## src/rtl/ov7670_cfg_sequencer_if.sv

```systemverilog
// SCCB byte-write request channel between the config sequencer and the SCCB master.
interface ov7670_cfg_sequencer_if;
  logic       sccb_req;
  logic [7:0] sccb_dev_addr;
  logic [7:0] sccb_reg_addr;
  logic [7:0] sccb_reg_data;
  logic       sccb_busy;
  logic       sccb_done;
  logic       sccb_nack;

  modport master (
    output sccb_req, sccb_dev_addr, sccb_reg_addr, sccb_reg_data,
    input  sccb_busy, sccb_done, sccb_nack
  );

  modport slave (
    input  sccb_req, sccb_dev_addr, sccb_reg_addr, sccb_reg_data,
    output sccb_busy, sccb_done, sccb_nack
  );
endinterface

```

## src/rtl/ov7670_cfg_sequencer.sv

```systemverilog
// OV7670 power-up configuration sequencer: walks a ROM register table and
// issues one SCCB write per entry, with power-up/marker delays and retries.
module ov7670_cfg_sequencer #(
  parameter int unsigned ROM_DEPTH      = 80,
  parameter int unsigned ROM_AW         = $clog2(ROM_DEPTH),
  parameter logic [7:0]  DEV_ADDR       = 8'h42,
  parameter int unsigned POWERUP_CYCLES = 300000,
  parameter int unsigned DELAY_CYCLES   = 100000,
  parameter int unsigned TIMEOUT_CYCLES = 65535,
  parameter int unsigned MAX_RETRY      = 3
) (
  input  logic                   clk,
  input  logic                   reset,
  input  logic                   start,
  output logic [ROM_AW-1:0]      rom_addr,
  input  logic [15:0]            rom_data,
  ov7670_cfg_sequencer_if.master sccb,
  output logic                   cfg_busy,
  output logic                   cfg_done,
  output logic                   cfg_error,
  output logic [ROM_AW-1:0]      wr_count
);

  localparam int unsigned CNT_MAX_PD = (POWERUP_CYCLES > DELAY_CYCLES) ? POWERUP_CYCLES : DELAY_CYCLES;
  localparam int unsigned CNT_MAX    = (CNT_MAX_PD > TIMEOUT_CYCLES) ? CNT_MAX_PD : TIMEOUT_CYCLES;
  localparam int unsigned CW         = $clog2(CNT_MAX + 1);
  localparam int unsigned RW         = (MAX_RETRY > 0) ? $clog2(MAX_RETRY + 1) : 1;
  localparam logic [15:0] ENTRY_END  = 16'hFFFF;
  localparam logic [15:0] ENTRY_DLY  = 16'hFFF0;

  typedef enum logic [3:0] {
    S_POWERUP, S_FETCH, S_FETCH_WAIT, S_DECODE, S_ISSUE,
    S_WAIT_DONE, S_DELAY, S_DONE, S_ERROR
  } state_e;

  state_e            state_q, state_d;
  logic [CW-1:0]     cnt_q, cnt_d;
  logic [RW-1:0]     retry_q, retry_d;
  logic [ROM_AW-1:0] index_q, index_d;
  logic [ROM_AW-1:0] wr_cnt_q, wr_cnt_d;
  logic              req_q, req_d;
  logic [7:0]        reg_addr_q, reg_addr_d;
  logic [7:0]        reg_data_q, reg_data_d;
  logic              busy_q, busy_d;
  logic              done_q, done_d;
  logic              err_q, err_d;
  logic [ROM_AW-1:0] index_inc;

  // The last table slot always terminates, so the index can never wrap.
  assign index_inc = (index_q == ROM_AW'(ROM_DEPTH - 1)) ? index_q : index_q + ROM_AW'(1);

  // Next-state, counters and registered-output values.
  always_comb begin
    state_d    = state_q;
    cnt_d      = cnt_q;
    retry_d    = retry_q;
    index_d    = index_q;
    wr_cnt_d   = wr_cnt_q;
    req_d      = 1'b0;
    reg_addr_d = reg_addr_q;
    reg_data_d = reg_data_q;

    case (state_q)
      S_POWERUP: begin
        if (cnt_q >= CW'(POWERUP_CYCLES - 1)) begin
          cnt_d   = '0;
          state_d = S_FETCH;
        end else begin
          cnt_d = cnt_q + CW'(1);
        end
      end
      S_FETCH:      state_d = S_FETCH_WAIT;
      S_FETCH_WAIT: state_d = S_DECODE;
      S_DECODE: begin
        if (rom_data == ENTRY_END || index_q == ROM_AW'(ROM_DEPTH - 1)) begin
          state_d = S_DONE;
        end else if (rom_data == ENTRY_DLY) begin
          cnt_d   = '0;
          state_d = S_DELAY;
        end else begin
          reg_addr_d = rom_data[15:8];
          reg_data_d = rom_data[7:0];
          retry_d    = '0;
          state_d    = S_ISSUE;
        end
      end
      S_ISSUE: begin
        if (!sccb.sccb_busy) begin
          req_d   = 1'b1;
          cnt_d   = '0;
          state_d = S_WAIT_DONE;
        end
      end
      S_WAIT_DONE: begin
        if (sccb.sccb_done && !sccb.sccb_nack) begin
          wr_cnt_d = wr_cnt_q + ROM_AW'(1);
          index_d  = index_inc;
          state_d  = S_FETCH;
        end else if (sccb.sccb_done || cnt_q >= CW'(TIMEOUT_CYCLES)) begin
          if (retry_q < RW'(MAX_RETRY)) begin
            retry_d = retry_q + RW'(1);
            state_d = S_ISSUE;
          end else begin
            state_d = S_ERROR;
          end
        end else if (cnt_q != CW'(CNT_MAX)) begin
          cnt_d = cnt_q + CW'(1);
        end
      end
      S_DELAY: begin
        if (cnt_q >= CW'(DELAY_CYCLES - 1)) begin
          cnt_d   = '0;
          index_d = index_inc;
          state_d = S_FETCH;
        end else begin
          cnt_d = cnt_q + CW'(1);
        end
      end
      S_DONE, S_ERROR: begin
        if (start) begin
          cnt_d    = '0;
          index_d  = '0;
          wr_cnt_d = '0;
          state_d  = S_POWERUP;
        end
      end
      default: state_d = S_POWERUP;
    endcase

    busy_d = !(state_d == S_DONE || state_d == S_ERROR);
    done_d = (state_d == S_DONE);
    err_d  = (state_d == S_ERROR);
  end

  // State and output registers with synchronous active-low reset.
  always_ff @(posedge clk) begin
    if (!reset) begin
      state_q    <= S_POWERUP;
      cnt_q      <= '0;
      retry_q    <= '0;
      index_q    <= '0;
      wr_cnt_q   <= '0;
      req_q      <= 1'b0;
      reg_addr_q <= '0;
      reg_data_q <= '0;
      busy_q     <= 1'b1;
      done_q     <= 1'b0;
      err_q      <= 1'b0;
    end else begin
      state_q    <= state_d;
      cnt_q      <= cnt_d;
      retry_q    <= retry_d;
      index_q    <= index_d;
      wr_cnt_q   <= wr_cnt_d;
      req_q      <= req_d;
      reg_addr_q <= reg_addr_d;
      reg_data_q <= reg_data_d;
      busy_q     <= busy_d;
      done_q     <= done_d;
      err_q      <= err_d;
    end
  end

  assign rom_addr           = index_q;
  assign wr_count           = wr_cnt_q;
  assign cfg_busy           = busy_q;
  assign cfg_done           = done_q;
  assign cfg_error          = err_q;
  assign sccb.sccb_req      = req_q;
  assign sccb.sccb_dev_addr = DEV_ADDR;
  assign sccb.sccb_reg_addr = reg_addr_q;
  assign sccb.sccb_reg_data = reg_data_q;

endmodule

```

## src/flat_wrapper.sv

```systemverilog
// flat-port wrapper written by rule: the top's interface ports become plain ports
module ov7670_cfg_sequencer_flat 
#(
  parameter int unsigned ROM_DEPTH      = 80,
  parameter int unsigned ROM_AW         = $clog2(ROM_DEPTH),
  parameter logic [7:0]  DEV_ADDR       = 8'h42,
  parameter int unsigned POWERUP_CYCLES = 300000,
  parameter int unsigned DELAY_CYCLES   = 100000,
  parameter int unsigned TIMEOUT_CYCLES = 65535,
  parameter int unsigned MAX_RETRY      = 3
)
  (clk, reset, start, rom_addr, rom_data, cfg_busy, cfg_done, cfg_error, wr_count, sccb_sccb_req, sccb_sccb_dev_addr, sccb_sccb_reg_addr, sccb_sccb_reg_data, sccb_sccb_busy, sccb_sccb_done, sccb_sccb_nack);
  ov7670_cfg_sequencer_if sccb_i ();
  input  logic clk;
  input  logic reset;
  input  logic start;
  output logic [ROM_AW-1:0] rom_addr;
  input  logic [15:0] rom_data;
  output logic cfg_busy;
  output logic cfg_done;
  output logic cfg_error;
  output logic [ROM_AW-1:0] wr_count;
  output wire logic [$bits(sccb_i.sccb_req)-1:0] sccb_sccb_req;
  output wire logic [$bits(sccb_i.sccb_dev_addr)-1:0] sccb_sccb_dev_addr;
  output wire logic [$bits(sccb_i.sccb_reg_addr)-1:0] sccb_sccb_reg_addr;
  output wire logic [$bits(sccb_i.sccb_reg_data)-1:0] sccb_sccb_reg_data;
  input wire logic [$bits(sccb_i.sccb_busy)-1:0] sccb_sccb_busy;
  input wire logic [$bits(sccb_i.sccb_done)-1:0] sccb_sccb_done;
  input wire logic [$bits(sccb_i.sccb_nack)-1:0] sccb_sccb_nack;
  assign sccb_sccb_req = sccb_i.sccb_req;
  assign sccb_sccb_dev_addr = sccb_i.sccb_dev_addr;
  assign sccb_sccb_reg_addr = sccb_i.sccb_reg_addr;
  assign sccb_sccb_reg_data = sccb_i.sccb_reg_data;
  assign sccb_i.sccb_busy = sccb_sccb_busy;
  assign sccb_i.sccb_done = sccb_sccb_done;
  assign sccb_i.sccb_nack = sccb_sccb_nack;
  ov7670_cfg_sequencer #(.ROM_DEPTH(ROM_DEPTH), .ROM_AW(ROM_AW), .DEV_ADDR(DEV_ADDR), .POWERUP_CYCLES(POWERUP_CYCLES), .DELAY_CYCLES(DELAY_CYCLES), .TIMEOUT_CYCLES(TIMEOUT_CYCLES), .MAX_RETRY(MAX_RETRY)) u_core (.clk(clk), .reset(reset), .start(start), .rom_addr(rom_addr), .rom_data(rom_data), .sccb(sccb_i), .cfg_busy(cfg_busy), .cfg_done(cfg_done), .cfg_error(cfg_error), .wr_count(wr_count));
endmodule
```

## config.mk

```make
export PLATFORM = sky130hd
export DESIGN_NAME = ov7670_cfg_sequencer_flat
export DESIGN_NICKNAME = d
export VERILOG_FILES = /design/src/rtl/ov7670_cfg_sequencer_if.sv /design/src/rtl/ov7670_cfg_sequencer.sv /design/src/flat_wrapper.sv
export SDC_FILE = /design/constraint.sdc
export NUM_CORES = 1
export LEC_CHECK = 0
export ABC_AREA = 1
export BUFFER_PORTS_ARGS = -buffer_cell sky130_fd_sc_hd__buf_4
export CELL_PAD_IN_SITES_DETAIL_PLACEMENT = 1
export CELL_PAD_IN_SITES_GLOBAL_PLACEMENT = 1
export CORE_MARGIN = 10
export CORE_UTILIZATION = 43
export CTS_BUF_LIST = sky130_fd_sc_hd__clkbuf_2
export CTS_CLUSTER_SIZE = 10
export DETAILED_ROUTE_END_ITERATION = 6
export HOLD_SLACK_MARGIN = 0.15
export PLACE_DENSITY = 0.95
export SETUP_SLACK_MARGIN = 0.2
export SLEW_MARGIN = 0
export SYNTH_ARGS = -nofsm -noshare
export SYNTH_HDL_FRONTEND = slang
export SYNTH_SLANG_ARGS = --single-unit
```

## constraint.sdc

```tcl
create_clock -name clk -period 3.1 [get_ports clk]
set_input_delay 0.775 -clock clk [delete_from_list [all_inputs] [get_ports clk]]
set_output_delay 0.775 -clock clk [all_outputs]
set_load 0.05 [all_outputs]
```

==> results of run 1 <==
[how the worst max path moves through the flow]
stage               depth (start not counted)                      endpoint
detailed placement                          9  u_core.sccb.sccb_reg_data[4]
global placement                            9  u_core.sccb.sccb_reg_addr[7]
floorplan                                  10               u_core.cnt_q[0]
CTS                                         9  u_core.sccb.sccb_reg_data[4]
global route                               12              u_core.cnt_q[13]
finish                                     12               u_core.cnt_q[5]
[layer usage]
metal  vias up  part of all wire
li1       1834                 -
met1      1757              0.42
met2        57              0.52
met3        14             0.041
met4         0             0.017
met5         -                 0
[metrics by stage]
stage	power, W	hold WS [ns]	cells
floorplan	0.000845	0.479	561
global placement	0.000869	0.483	705
detailed placement	0.000874	0.503	705
CTS	0.00144	0.445	721
global route	0.00148	0.419	721
finish	0.00142	0.475	721
[state kept, by name, indices dropped and copies added (netlist names)]
name and cells:
u_core.cfg_done 1, u_core.sccb.sccb_req 1, u_core.sccb.sccb_reg_data 8, u_core.rom_addr 7
u_core.cnt_q 19, u_core.retry_q 2, u_core.sccb.sccb_reg_addr 8, u_core.cfg_error 1
u_core.cfg_busy 1, u_core.state_q 4, u_core.wr_count 7
[power groups by stage]
stage / Clock [W] / Sequential, W / Combinational (W)
floorplan: 0 / 0.000781 / 0.0000640
detailed placement: 0 / 0.000782 / 0.0000917
CTS: 0.000579 / 0.000767 / 0.0000921
finish: 0.000565 / 0.000767 / 0.0000917
global placement: 0 / 0.000782 / 0.0000870
global route: 0.000613 / 0.000768 / 0.000100
[layout make-up]
type                       count  area, sq um
clock inverter                 6         80.1
sequential                    59         1180
clock buffer                  10         50.0
inverter                      82          308
multi-input combinational    401         1960
fill                        1135         3950
tap                          105          131
timing repair buffer          58          435
[cell families after synthesis]
group / after synthesis
other: 2
XOR/XNOR: 9
flip-flops: 59
AND/OR/NAND/NOR: 320
buffers and inverters: 101
adder cells (fa/ha/maj): 5
AO/OA/AOI/OAI: 59
[layout by cell type, fill, tap and decap left out, drive strengths merged]
cell,Yosys,routed
nand2,134,134
nor2,111,111
inv,80,80
dfxtp,59,59
buf,16,58
nand3,41,41
o21ai,39,39
a21oi,19,19
nand4,18,18
nor3,14,14
clkbuf,3,10
xor2,9,9
conb,2,8
ha,5,5
clkinv,2,5
bufinv,0,2
nand3b,1,1
or2,1,1
o21a,1,1
clkinvlp,0,1
[timing repair]
item | in CTS | in global routing
hold endpoints to repair | 0 | 0
setup endpoints to repair | 0 | 12
resized for setup | 0 | 1
hold buffers | 0 | 0
[worst reg2reg max path, cell delays in order, from the launching register on]
cell and delay (ns):
dfxtp_1 0.41, ha_1 0.23, nand2_1 0.08, nor2_1 0.18, nand3_1 0.17, nor2_1 0.24, nor2_1 0.13, nand2_2 0.14
nand2_4 0.19, nand2_4 0.21, o21ai_4 0.07, buf_4 0.23, nor2_1 0.13
==> impl_metrics.toml, run 1 <==
[worst_hold_path]
hold_path_end = "u_core.sccb.sccb_reg_addr[5]"
hold_path_class = "in -> reg"
hold_depth = 3
hold_path.startpoint = "rom_data[13]"

[timing]
final_max_tran_viols = 0
final_period_minus_worst_setup_slack_ns = 2.44
hold_viol = 0
timing.fmax_ghz = 0.409
min_period_over_period = 0.788
actual_slew_at_the_worst_max_slew_pin_ns = 0.664
timing.final.ws_setup_ns = 0.658
setup_viol_count_final = 0
setup_tns_ns = 0
worst_slew_margin_relative_to_its_limit = 0.557
unrepaired_setup_endpoints_after_global_routing = "no"
finClkSkew_ns = 0.0203

[route]
detailedRoute.firstPassIterationCount = 4
via_count = 3662
detailed_route_drc_error_count = 0
routed_wire_length_per_instance_um = 14.9
initialDrtViolationCount = 128
detail_route.wirelength_um = 10800
postRouteAntennaNets = 0
vias_per_cell = 5.08

[critical_path]
critPathRequiredTime_ns = 3.54
critical_path.reg2reg.startpoint = "u_core.cnt_q[1]"
top_cell_by_count_worst_path = "nor2_1"
cpLargestDelayFamily = "simple AND/OR/NAND/NOR gates"
crit_slowest_cell = "dfxtp_1"
timing.critical_path.fanout_max = 24
cp-start-kind = "flip-flop"
timing_worst_setup_path_type = "reg -> reg"
crit_path_max_incr_delay_ns = 0.41
timing.rr.end = "u_core.cnt_q[5]"
critical_path.n_buffers_inverters = 1
crit_path_end_kind = "flip-flop"
cp_data_arrival_time_ns = 2.88
critical_path.startpoint = "u_core.cnt_q[1]"
worst-r2r-setup-slack_ns = 0.66
worstRegToRegCells = 12
cp_cell_sequence = "ha_1 > nand2_1 > nor2_1 > nand3_1 > nor2_1 > nor2_1 > nand2_2 > nand2_4 > nand2_4 > o21ai_4 > buf_4 > nor2_1"

[global_route]
globalRoute.totalOverflow = 0
global_route_wire_length_before_repair_um = 18300
gr-usage-met1 = 0.184
globalRoute.busiestLayer = "met2"
met3_usage = 0.0514
grt_start_max_net_pins = 25
via_count_of_the_first_global_routing_pass = 3874
grt.total_usage = 0.174
use_met2 = 0.323
antenna_found_initial = 0

[placement]
place_congestion = 0.944
place.port_buffers = 55
pre_cts_slack_ns = 0.124
dpl-instance-area_sq_um = 4010
estimated_wirelength_of_the_detail_placed_design_um = 8490

[synthesis]
netlist_top_cells_count = "nand2_1 (124), nor2_1 (95), inv_1 (78)"
synth-main-ff-cell = "dfxtp_1"
syn_area_sq_um = 3540
synthesis.instances = 555
cell_accounting_for_the_most_synthesized_area = "dfxtp_1"
synth_sequential_area_ratio = 0.334
post_synth_xor_area_fraction = 0.0223
synth_top_family_by_area = "simple AND/OR/NAND/NOR gates"
synthesized_area_fraction_occupied_by_adder_cells = 0.0177
yosys.area_share.simple = 0.413
synth-compound-area-share = 0.0916
yosys-top-cells-area = "dfxtp_1 (33%), nand2_1 (13%), nor2_1 (10%)"
synth_seq_cells = 59
synthMostInstantiatedCell = "nand2_1"
synth_top_cell_area_share = 0.334
netlist-cell-type-count = 33
muxShareOfSynthArea = 0
postSynth.asyncResetShare = 0
synth_enable_flop_cells = 0
postSynthAreaPerCell_sq_um = 6.37
ys.warnings.count = 0

[power_and_ir_drop]
p_per_area_nw_per_um2 = 344
vdd.ir_drop.worst_mv = 0.187
share_seq_of_total_power = 0.539
combinational_cell_fraction_of_total_power = 0.064
p_switching_w = 0.000367
fraction_of_power_consumed_by_the_clock_network = 0.397
netSwitchingFraction = 0.258
internal_power_w = 0.00106
power.static_leakage_nw = 2.02

[finish]
drive_gt1_frac = 0.183
design_area_sq_um = 4140
final_core_utilization = 0.512
insertedDiodeCount = 0
area_delta_synth_final_pct = 17.2
finalNetCount = 638

[outcome]
status = "complete, no violations"

[floorplan]
floorplan.die.width_um = 111
die_height_um = 111
io_pins = 64
core_area_sq_um = 8090
die-area_sq_um = 12300
core.rowCount = 33
start_util = 0.437

[clock_network]
clk_pin_slew_ns = 0.20
clock_tree.root_cell = "clkbuf_2"
number_of_buffers_added_for_setup_after_cts = 0
cts_max_level = 3
cts_tree = "built"
insertion_delay_ns = 0.51
numCtsBuffers = 9
sink_count_of_the_clock_tree = 59
cts_buffer_depth = 2

[flow_run]
max-cap-violations = 0
Power figures use the tool's default switching activity.
==> run 2: changes to the inputs <==
--- a/config.mk
+++ b/config.mk
@@ -10,12 +10,12 @@
 export CELL_PAD_IN_SITES_DETAIL_PLACEMENT = 1
 export CELL_PAD_IN_SITES_GLOBAL_PLACEMENT = 1
 export CORE_MARGIN = 10
-export CORE_UTILIZATION = 43
+export CORE_UTILIZATION = 40
 export CTS_BUF_LIST = sky130_fd_sc_hd__clkbuf_2
 export CTS_CLUSTER_SIZE = 10
 export DETAILED_ROUTE_END_ITERATION = 6
 export HOLD_SLACK_MARGIN = 0.15
-export PLACE_DENSITY = 0.95
+export PLACE_DENSITY = 0.92
 export SETUP_SLACK_MARGIN = 0.2
 export SLEW_MARGIN = 0
 export SYNTH_ARGS = -nofsm -noshare
==> constraint.sdc (replaced) <==
create_clock -name clk -period 2.38 [get_ports clk]
set_input_delay 0.595 -clock clk [delete_from_list [all_inputs] [get_ports clk]]
set_output_delay 0.595 -clock clk [all_outputs]
set_load 0.05 [all_outputs]
==> impl_metrics.toml, run 2 (synthesis gave the netlist of run 1 again) <==
[outcome]
status = "complete, no violations"

[route]
detail_route.wirelength_um = 11100
detailedRoute.firstPassIterationCount = 5
initialDrtViolationCount = 158
detailed_route_drc_error_count = 0
vias_per_cell = 5.05
postRouteAntennaNets = 0
routed_wire_length_per_instance_um = 15.2
via_count = 3678

[global_route]
globalRoute.busiestLayer = "met2"
global_route_wire_length_before_repair_um = 18700
gr-usage-met1 = 0.196
grt_start_max_net_pins = 24
grt.total_usage = 0.173
globalRoute.totalOverflow = 0
antenna_found_initial = 0
met3_usage = 0.0446
via_count_of_the_first_global_routing_pass = 3989
use_met2 = 0.303

[critical_path]
timing.critical_path.fanout_max = 10
critical_path.reg2reg.startpoint = "u_core.state_q[1]"
critPathRequiredTime_ns = 2.81
worstRegToRegCells = 12
cp_data_arrival_time_ns = 2.45
timing_worst_setup_path_type = "reg -> reg"
cp-start-kind = "flip-flop"
crit_path_end_kind = "flip-flop"
timing.rr.end = "u_core.cnt_q[9]"
worst-r2r-setup-slack_ns = 0.36

[placement]
estimated_wirelength_of_the_detail_placed_design_um = 8610
place.port_buffers = 55
dp_cells = 713
place_congestion = 0.892
pre_cts_slack_ns = 0.150

[power_and_ir_drop]
vdd.ir_drop.worst_mv = 0.201
power.static_leakage_nw = 2.04
p_per_area_nw_per_um2 = 421

[clock_network]
number_of_buffers_added_for_setup_after_cts = 0
numCtsBuffers = 9
cts_tree = "built"
sink_count_of_the_clock_tree = 59
postCtsHoldBufs = 0
clk_pin_slew_ns = 0.20
insertion_delay_ns = 0.53
cts_buffer_depth = 2
cts_max_level = 3
clock_tree.root_cell = "clkbuf_2"

[timing]
setup_tns_ns = 0
unrepaired_setup_endpoints_after_global_routing = "no"
setup_viol_count_final = 0
finClkSkew_ns = 0.0345
timing.fmax_ghz = 0.495
timing.final.ws_setup_ns = 0.360
min_period_over_period = 0.849
final_max_tran_viols = 0
final_period_minus_worst_setup_slack_ns = 2.02
hold_viol = 0
timing.hold.ws_ns = 0.278

[worst_hold_path]
hold_path_class = "in -> reg"
hold_path_end = "u_core.sccb.sccb_reg_data[5]"
hold_path.startpoint = "rom_data[5]"
hold_depth = 3

[finish]
final_core_utilization = 0.484
insertedDiodeCount = 0
area_delta_synth_final_pct = 18.8
number_of_flip_flops_under_the_largest_register_name = 19
stdcell_count = 729
drive_gt1_frac = 0.208
top_register = "u_core.cnt_q"
finalNetCount = 643
most-common-layout-cells = "nand2_1 (124), nor2_1 (92), inv_1 (78)"
layout.cells.most_common = "nand2_1"

[floorplan]
core_area_sq_um = 8680
start_util = 0.407
die-area_sq_um = 13000
die_height_um = 114
io_pins = 64
floorplan.die.width_um = 114
core.rowCount = 34

[flow_run]
max-cap-violations = 0
[run 2: cell count changes in the layout (fill, tap and decap cells not counted), moves of 2 or more]
cell | before | now
dfxtp_1 | 59 | 53
nor2_1 | 94 | 92
nor3_1 | 12 | 10
dfxtp_2 | 0 | 6
buf_4 | 58 | 62
nor3_2 | 1 | 3
[run 2: routing by layer]
metal,wire length (um),vias up,part of all wire
met5,0,-,0
met4,222,0,0.020
met3,530,21,0.048
met2,5640,55,0.51
met1,4690,1757,0.42
li1,-,1845,-
[run 2: per-stage QoR]
step	total power, W	instance area (sq um)
6_report	0.00177	4200
2_1_floorplan	0.00110	3560
3_3_place_gp	0.00114	4050
3_5_place_dp	0.00114	4050
5_1_grt	0.00183	4200
4_1_cts	0.00178	4160
[run 2: worst max-delay path by stage]
stage	startpoint	to	slack, ns	cells after the start
3_5_place_dp	rom_data[7]	u_core.cnt_q[9]	0.15	12
2_1_floorplan	u_core.rom_addr[0]	u_core.cnt_q[0]	0.30	12
3_3_place_gp	rom_data[13]	u_core.cnt_q[1]	0.23	11
5_1_grt	u_core.state_q[2]	u_core.rom_addr[1]	0.19	10
6_report	u_core.state_q[1]	u_core.cnt_q[9]	0.36	12
4_1_cts	u_core.cnt_q[1]	u_core.cnt_q[18]	0.21	11
[run 2: critical path, stage by stage, from the launching register on]
cell	delay, ns
dfxtp_1	0.52
nand2_1	0.20
clkinv_1	0.09
nand2_1	0.10
o21ai_2	0.09
nor2_1	0.09
nand2_1	0.08
nand2_2	0.08
nor2_8	0.14
nand2_4	0.11
o21ai_4	0.16
buf_4	0.22
nor2_1	0.06
[run 2: report_power, final]
part           switching [W]  internal [W]  leakage [nW]
combinational      0.0000804     0.0000420          1.49
clock               0.000408      0.000239        0.0707
sequential        0.00000488      0.000994         0.479
[run 2: final cells by class]
class                   instances  area [sq um]
clock inverters                 6          56.3
multi-input cells             401          1990
inverters                      82           308
fillers                      1197          4480
well taps                     108           135
flip-flops and latches         59          1190
clock buffers                  10          50.0
repair buffers                 63           477
[run 2: repair_timing]
item | in CTS | in global routing
setup endpoints to repair | 0 | 26
endpoints found under the hold margin | 0 | 0
gates resized for setup | 0 | 15
==> run 3: changes to the inputs <==
--- a/config.mk
+++ b/config.mk
@@ -5,17 +5,17 @@
 export SDC_FILE = /design/constraint.sdc
 export NUM_CORES = 1
 export LEC_CHECK = 0
-export ABC_AREA = 1
+export ABC_AREA = 0
 export BUFFER_PORTS_ARGS = -buffer_cell sky130_fd_sc_hd__buf_4
 export CELL_PAD_IN_SITES_DETAIL_PLACEMENT = 1
 export CELL_PAD_IN_SITES_GLOBAL_PLACEMENT = 1
 export CORE_MARGIN = 10
-export CORE_UTILIZATION = 40
+export CORE_UTILIZATION = 38
 export CTS_BUF_LIST = sky130_fd_sc_hd__clkbuf_2
 export CTS_CLUSTER_SIZE = 10
 export DETAILED_ROUTE_END_ITERATION = 6
 export HOLD_SLACK_MARGIN = 0.15
-export PLACE_DENSITY = 0.92
+export PLACE_DENSITY = 0.88
 export SETUP_SLACK_MARGIN = 0.2
 export SLEW_MARGIN = 0
 export SYNTH_ARGS = -nofsm -noshare
==> constraint.sdc (replaced) <==
create_clock -name clk -period 1.72 [get_ports clk]
set_input_delay 0.43 -clock clk [delete_from_list [all_inputs] [get_ports clk]]
set_output_delay 0.43 -clock clk [all_outputs]
set_load 0.05 [all_outputs]
==> impl_metrics.toml, run 3 <==
[synthesis]
syn_area_sq_um = 3180
cell_accounting_for_the_most_synthesized_area = "dfxtp_1"
synth_top_cell_area_share = 0.371
synth_sequential_area_ratio = 0.371
synth-compound-area-share = 0.137
yosys.area_share.simple = 0.295
synthesized_area_fraction_occupied_by_adder_cells = 0.0197
synthesis.instances = 380
synth_seq_cells = 59
netlist-cell-type-count = 52
synth-main-ff-cell = "dfxtp_1"
yosys-top-cells-area = "dfxtp_1 (37%), mux2i_1 (6.3%), nor2_1 (4.8%)"
ys.warnings.count = 0
muxShareOfSynthArea = 0.0629
postSynthAreaPerCell_sq_um = 8.37
synth_top_family_by_area = "simple AND/OR/NAND/NOR gates"
netlist_top_cells_count = "dfxtp_1 (59), nor2_1 (41), nor2b_1 (23)"
post_synth_xor_area_fraction = 0.0523
postSynth.asyncResetShare = 0
synthMostInstantiatedCell = "dfxtp_1"
synth_enable_flop_cells = 0

[timing]
grt-worst-endpoint = "u_core.cnt_q[16]$_SDFFE_PN0P_/D"
worst_path_end_type = "sequential cell input"

[floorplan]
floorplan.die.width_um = 111
core.rowCount = 33
start_util = 0.389
io_pins = 64
die_height_um = 111

[global_route]
antenna_found_initial = 1
grt_start_max_net_pins = 25

[outcome]
stop_error = "[ERROR DPL-0033] detailed placement checks failed during check placement."
status = "stopped before the end"
stop_stage = "5_1_grt"

[placement]
place.port_buffers = 55
dp_cells = 619
place_congestion = 0.928
estimated_wirelength_of_the_detail_placed_design_um = 9120

[clock_network]
clock_tree.root_cell = "clkbuf_2"
sink_count_of_the_clock_tree = 59
cts_buffer_depth = 2
numCtsBuffers = 9
cts_max_level = 3
[run 3: changes by cell type after synthesis, moves of 8 or more]
cell,delta
clkbuf_1,+13
inv_1,-67
mux2i_1,+20
nand2_1,-103
nand2_2,-8
nand3_1,-18
nor2_1,-54
nor2_2,-14
nor2b_1,+23
o21ai_0,-16
or3_1,+9
[run 3: cells by family after synthesis]
logic type                 Yosys count
and+or+nand+nor                    173
AOI/OAI and AO/OA                   64
DFF                                 59
buffers and inverters               38
muxes                               20
xor gates and xnor gates            19
adders and majority gates            5
other                                2
[run 3: per-stage QoR]
step / hold slack, ns / area [sq um] / setup TNS (ns) / util / worst slack [ns]
floorplan: 0.456 / 3360 / -13.67 / - / -0.605
global placement: 0.470 / 4510 / -27.44 / 0.552 / -0.816
detailed placement: 0.493 / 4510 / -31.10 / 0.552 / -0.843
CTS: 0.151 / 5440 / -19.21 / 0.666 / -0.627
[run 3: what timing repair did]
| action | 4_1_cts |
|---|---|
| setup endpoints to repair | 92 |
| hold buffers | 5 |
| pin swaps | 13 |
| hold endpoints to repair | 5 |
| gates cloned | 2 |
| gates resized for setup | 153 |
| setup buffers | 22 |
==> run 4: changes to the inputs <==
==> config.mk (replaced) <==
export PLATFORM = sky130hd
export DESIGN_NAME = ov7670_cfg_sequencer_flat
export DESIGN_NICKNAME = d
export VERILOG_FILES = /design/src/rtl/ov7670_cfg_sequencer_if.sv /design/src/rtl/ov7670_cfg_sequencer.sv /design/src/flat_wrapper.sv
export SDC_FILE = /design/constraint.sdc
export NUM_CORES = 1
export LEC_CHECK = 0
export ABC_AREA = 0
export BUFFER_PORTS_ARGS = -buffer_cell sky130_fd_sc_hd__buf_4
export CORE_MARGIN = 10
export CORE_UTILIZATION = 32
export DETAILED_ROUTE_END_ITERATION = 6
export PLACE_DENSITY_LB_ADDON = 0.15
export SLEW_MARGIN = 0
export SYNTH_ARGS = -nofsm -noshare
export SYNTH_HDL_FRONTEND = slang
export SYNTH_SLANG_ARGS = --single-unit
==> constraint.sdc (replaced) <==
create_clock -name clk -period 2.2 [get_ports clk]
set_input_delay 0.55 -clock clk [delete_from_list [all_inputs] [get_ports clk]]
set_output_delay 0.55 -clock clk [all_outputs]
set_load 0.05 [all_outputs]
==> impl_metrics.toml, run 4 <==
[synthesis]
synthesis.instances = 380
ys.warnings.count = 0
synth_enable_flop_cells = 0
synthMostInstantiatedCell = "dfxtp_1"
synth_sequential_area_ratio = 0.371
cell_accounting_for_the_most_synthesized_area = "dfxtp_1"
netlist_top_cells_count = "dfxtp_1 (59), nor2_1 (41), nor2b_1 (23)"
synth_seq_cells = 59
synth_top_cell_area_share = 0.371
synth-compound-area-share = 0.137
synth_top_family_by_area = "simple AND/OR/NAND/NOR gates"
netlist-cell-type-count = 52
yosys-top-cells-area = "dfxtp_1 (37%), mux2i_1 (6.3%), nor2_1 (4.8%)"
postSynth.asyncResetShare = 0
synthesized_area_fraction_occupied_by_adder_cells = 0.0197
yosys.area_share.simple = 0.295
postSynthAreaPerCell_sq_um = 8.37
muxShareOfSynthArea = 0.0629
synth-main-ff-cell = "dfxtp_1"
post_synth_xor_area_fraction = 0.0523
syn_area_sq_um = 3180

[clock_network]
numCtsBuffers = 9
clock_tree.root_cell = "clkbuf_8"
insertion_delay_ns = 0.34
cts_max_level = 3
cts_buffer_depth = 2
clk_pin_slew_ns = 0.07
cts_tree = "built"
postCtsHoldBufs = 0
sink_count_of_the_clock_tree = 59

[global_route]
global_route_wire_length_before_repair_um = 15100
grt_start_max_net_pins = 25
antenna_found_initial = 0
globalRoute.totalOverflow = 0
gr-usage-met1 = 0.161
use_met2 = 0.183
met3_usage = 0.0427
globalRoute.busiestLayer = "met2"
via_count_of_the_first_global_routing_pass = 3088
grt.total_usage = 0.125

[floorplan]
io_pins = 64
floorplan.die.width_um = 120
core.rowCount = 36
start_util = 0.327
die_height_um = 120
die-area_sq_um = 14300
core_area_sq_um = 9730

[route]
detail_route.wirelength_um = 8870
via_count = 3088
initialDrtViolationCount = 105
postRouteAntennaNets = 0
vias_per_cell = 4.93
detailed_route_drc_error_count = 0
routed_wire_length_per_instance_um = 14.2
detailedRoute.firstPassIterationCount = 4

[timing]
hold_viol = 0
setup_viol_count_final = 20
timing.final.ws_setup_ns = -0.127
min_period_over_period = 1.06
final_period_minus_worst_setup_slack_ns = 2.33
worst_slew_margin_relative_to_its_limit = 0.665
timing.fmax_ghz = 0.430
finClkSkew_ns = 0.00938
timing.hold.ws_ns = 0.419
actual_slew_at_the_worst_max_slew_pin_ns = 0.500
final_max_tran_viols = 0
unrepaired_setup_endpoints_after_global_routing = "yes"

[power_and_ir_drop]
p_switching_w = 0.000525
netSwitchingFraction = 0.223
share_seq_of_total_power = 0.457
vdd.ir_drop.worst_mv = 0.308
power.static_leakage_nw = 1.80
combinational_cell_fraction_of_total_power = 0.062
internal_power_w = 0.00183
p_per_area_nw_per_um2 = 524
fraction_of_power_consumed_by_the_clock_network = 0.481

[critical_path]
critical_path.reg2reg.startpoint = "u_core.cnt_q[13]"
worstRegToRegCells = 8
worst-r2r-setup-slack_ns = -0.13
timing.rr.end = "u_core.cnt_q[9]"
crit_path_end_kind = "flip-flop"
critPathRequiredTime_ns = 2.41
timing_worst_setup_path_type = "reg -> reg"
cp_data_arrival_time_ns = 2.54
cp-start-kind = "flip-flop"
timing.critical_path.fanout_max = 19

[finish]
drive_gt1_frac = 0.351
finalNetCount = 516
insertedDiodeCount = 0
most-common-layout-cells = "buf_4 (117), dfxtp_1 (50), nor2_1 (40)"
stdcell_count = 626
layout.cells.most_common = "buf_4"
multi_input_area_sq_um = 1950
design_area_sq_um = 4500
top_register = "u_core.cnt_q"
fillers = 992
area_delta_synth_final_pct = 41.3
regArea_sq_um = 1190
number_of_flip_flops_under_the_largest_register_name = 19

[worst_hold_path]
hold_path.startpoint = "sccb_sccb_busy"
hold_path_end = "u_core.sccb.sccb_req"
hold_path_class = "in -> reg"
hold_depth = 2

[outcome]
status = "complete, but fails checks"
violations_in_the_final_reports = "negative setup slack"

[placement]
dp_cells = 610
place_congestion = 0.855
place.port_buffers = 55
pre_cts_slack_ns = -0.346
estimated_wirelength_of_the_detail_placed_design_um = 6740
dpl-instance-area_sq_um = 4190

[flow_run]
max-cap-violations = 0
run 4: cell counts after synthesis:
Identical to the previous run, type by type.
run 4: through the flow:
step	setup TNS (ns)	total power, W	util
after floorplan	-1.66	0.00119	-
after global placement	-5.42	0.00124	0.430
after detailed placement	-5.50	0.00125	0.430
after CTS	-2.10	0.00239	0.456
after global routing	-3.98	0.00246	0.462
final	-2.10	0.00236	0.462
run 4: routing by layer:
metal,share of wire,vias up
met5,0,-
met4,0.019,0
met3,0.068,15
met2,0.44,68
met1,0.47,1440
li1,-,1565
run 4: critical path, cell delays in order, from the launching register on:
cell,delay (ns)
dfxtp_2,0.32
or2_4,0.25
or4_4,0.44
or4_4,0.52
o2111ai_2,0.11
a221oi_2,0.10
o31ai_4,0.22
buf_12,0.19
a21oi_1,0.05
run 4: cell families (layout without fill, tap and decap cells):
family / after synthesis / after routing
simple gates: 173 / 173
compound gates: 64 / 64
flops: 59 / 59
buf+inv: 38 / 145
fa+ha+maj: 5 / 5
xor+xnor: 19 / 19
mux: 20 / 20
other cells: 2 / 8
run 4: power groups by stage:
| stage | clock network [W] | registers (W) | logic [W] |
|---|---|---|---|
| after floorplan | 0 | 0.00110 | 0.0000844 |
| after global routing | 0.00122 | 0.00108 | 0.000159 |
| after detailed placement | 0 | 0.00110 | 0.000146 |
| after global placement | 0 | 0.00110 | 0.000144 |
| after CTS | 0.00117 | 0.00108 | 0.000146 |
| final | 0.00113 | 0.00108 | 0.000146 |
run 4: worst max-delay path by stage:
stage,start,cells past startpoint,end
final,u_core.cnt_q[13],8,u_core.cnt_q[9]
after global placement,rom_data[0],10,u_core.cnt_q[12]
after floorplan,sccb_sccb_done,7,u_core.cnt_q[0]
after CTS,u_core.cnt_q[13],8,u_core.cnt_q[15]
after detailed placement,rom_data[0],10,u_core.cnt_q[18]
after global routing,u_core.cnt_q[13],8,u_core.cnt_q[10]
run 4: final cells by class:
type,instances,area share
inverter,11,0.00918
clock buffer,11,0.0337
tap,133,0.0370
clock inverter,4,0.0164
multi-input combinational,289,0.434
timing repair buffer,119,0.204
sequential,59,0.265
run 4: what timing repair did:
action / CTS / global route
gates resized for setup: 6 / 14
endpoints found under the setup margin: 24 / 33
buffers inserted: 0 / 1
hold endpoints to repair: 0 / 0
pin swaps: 1 / 2
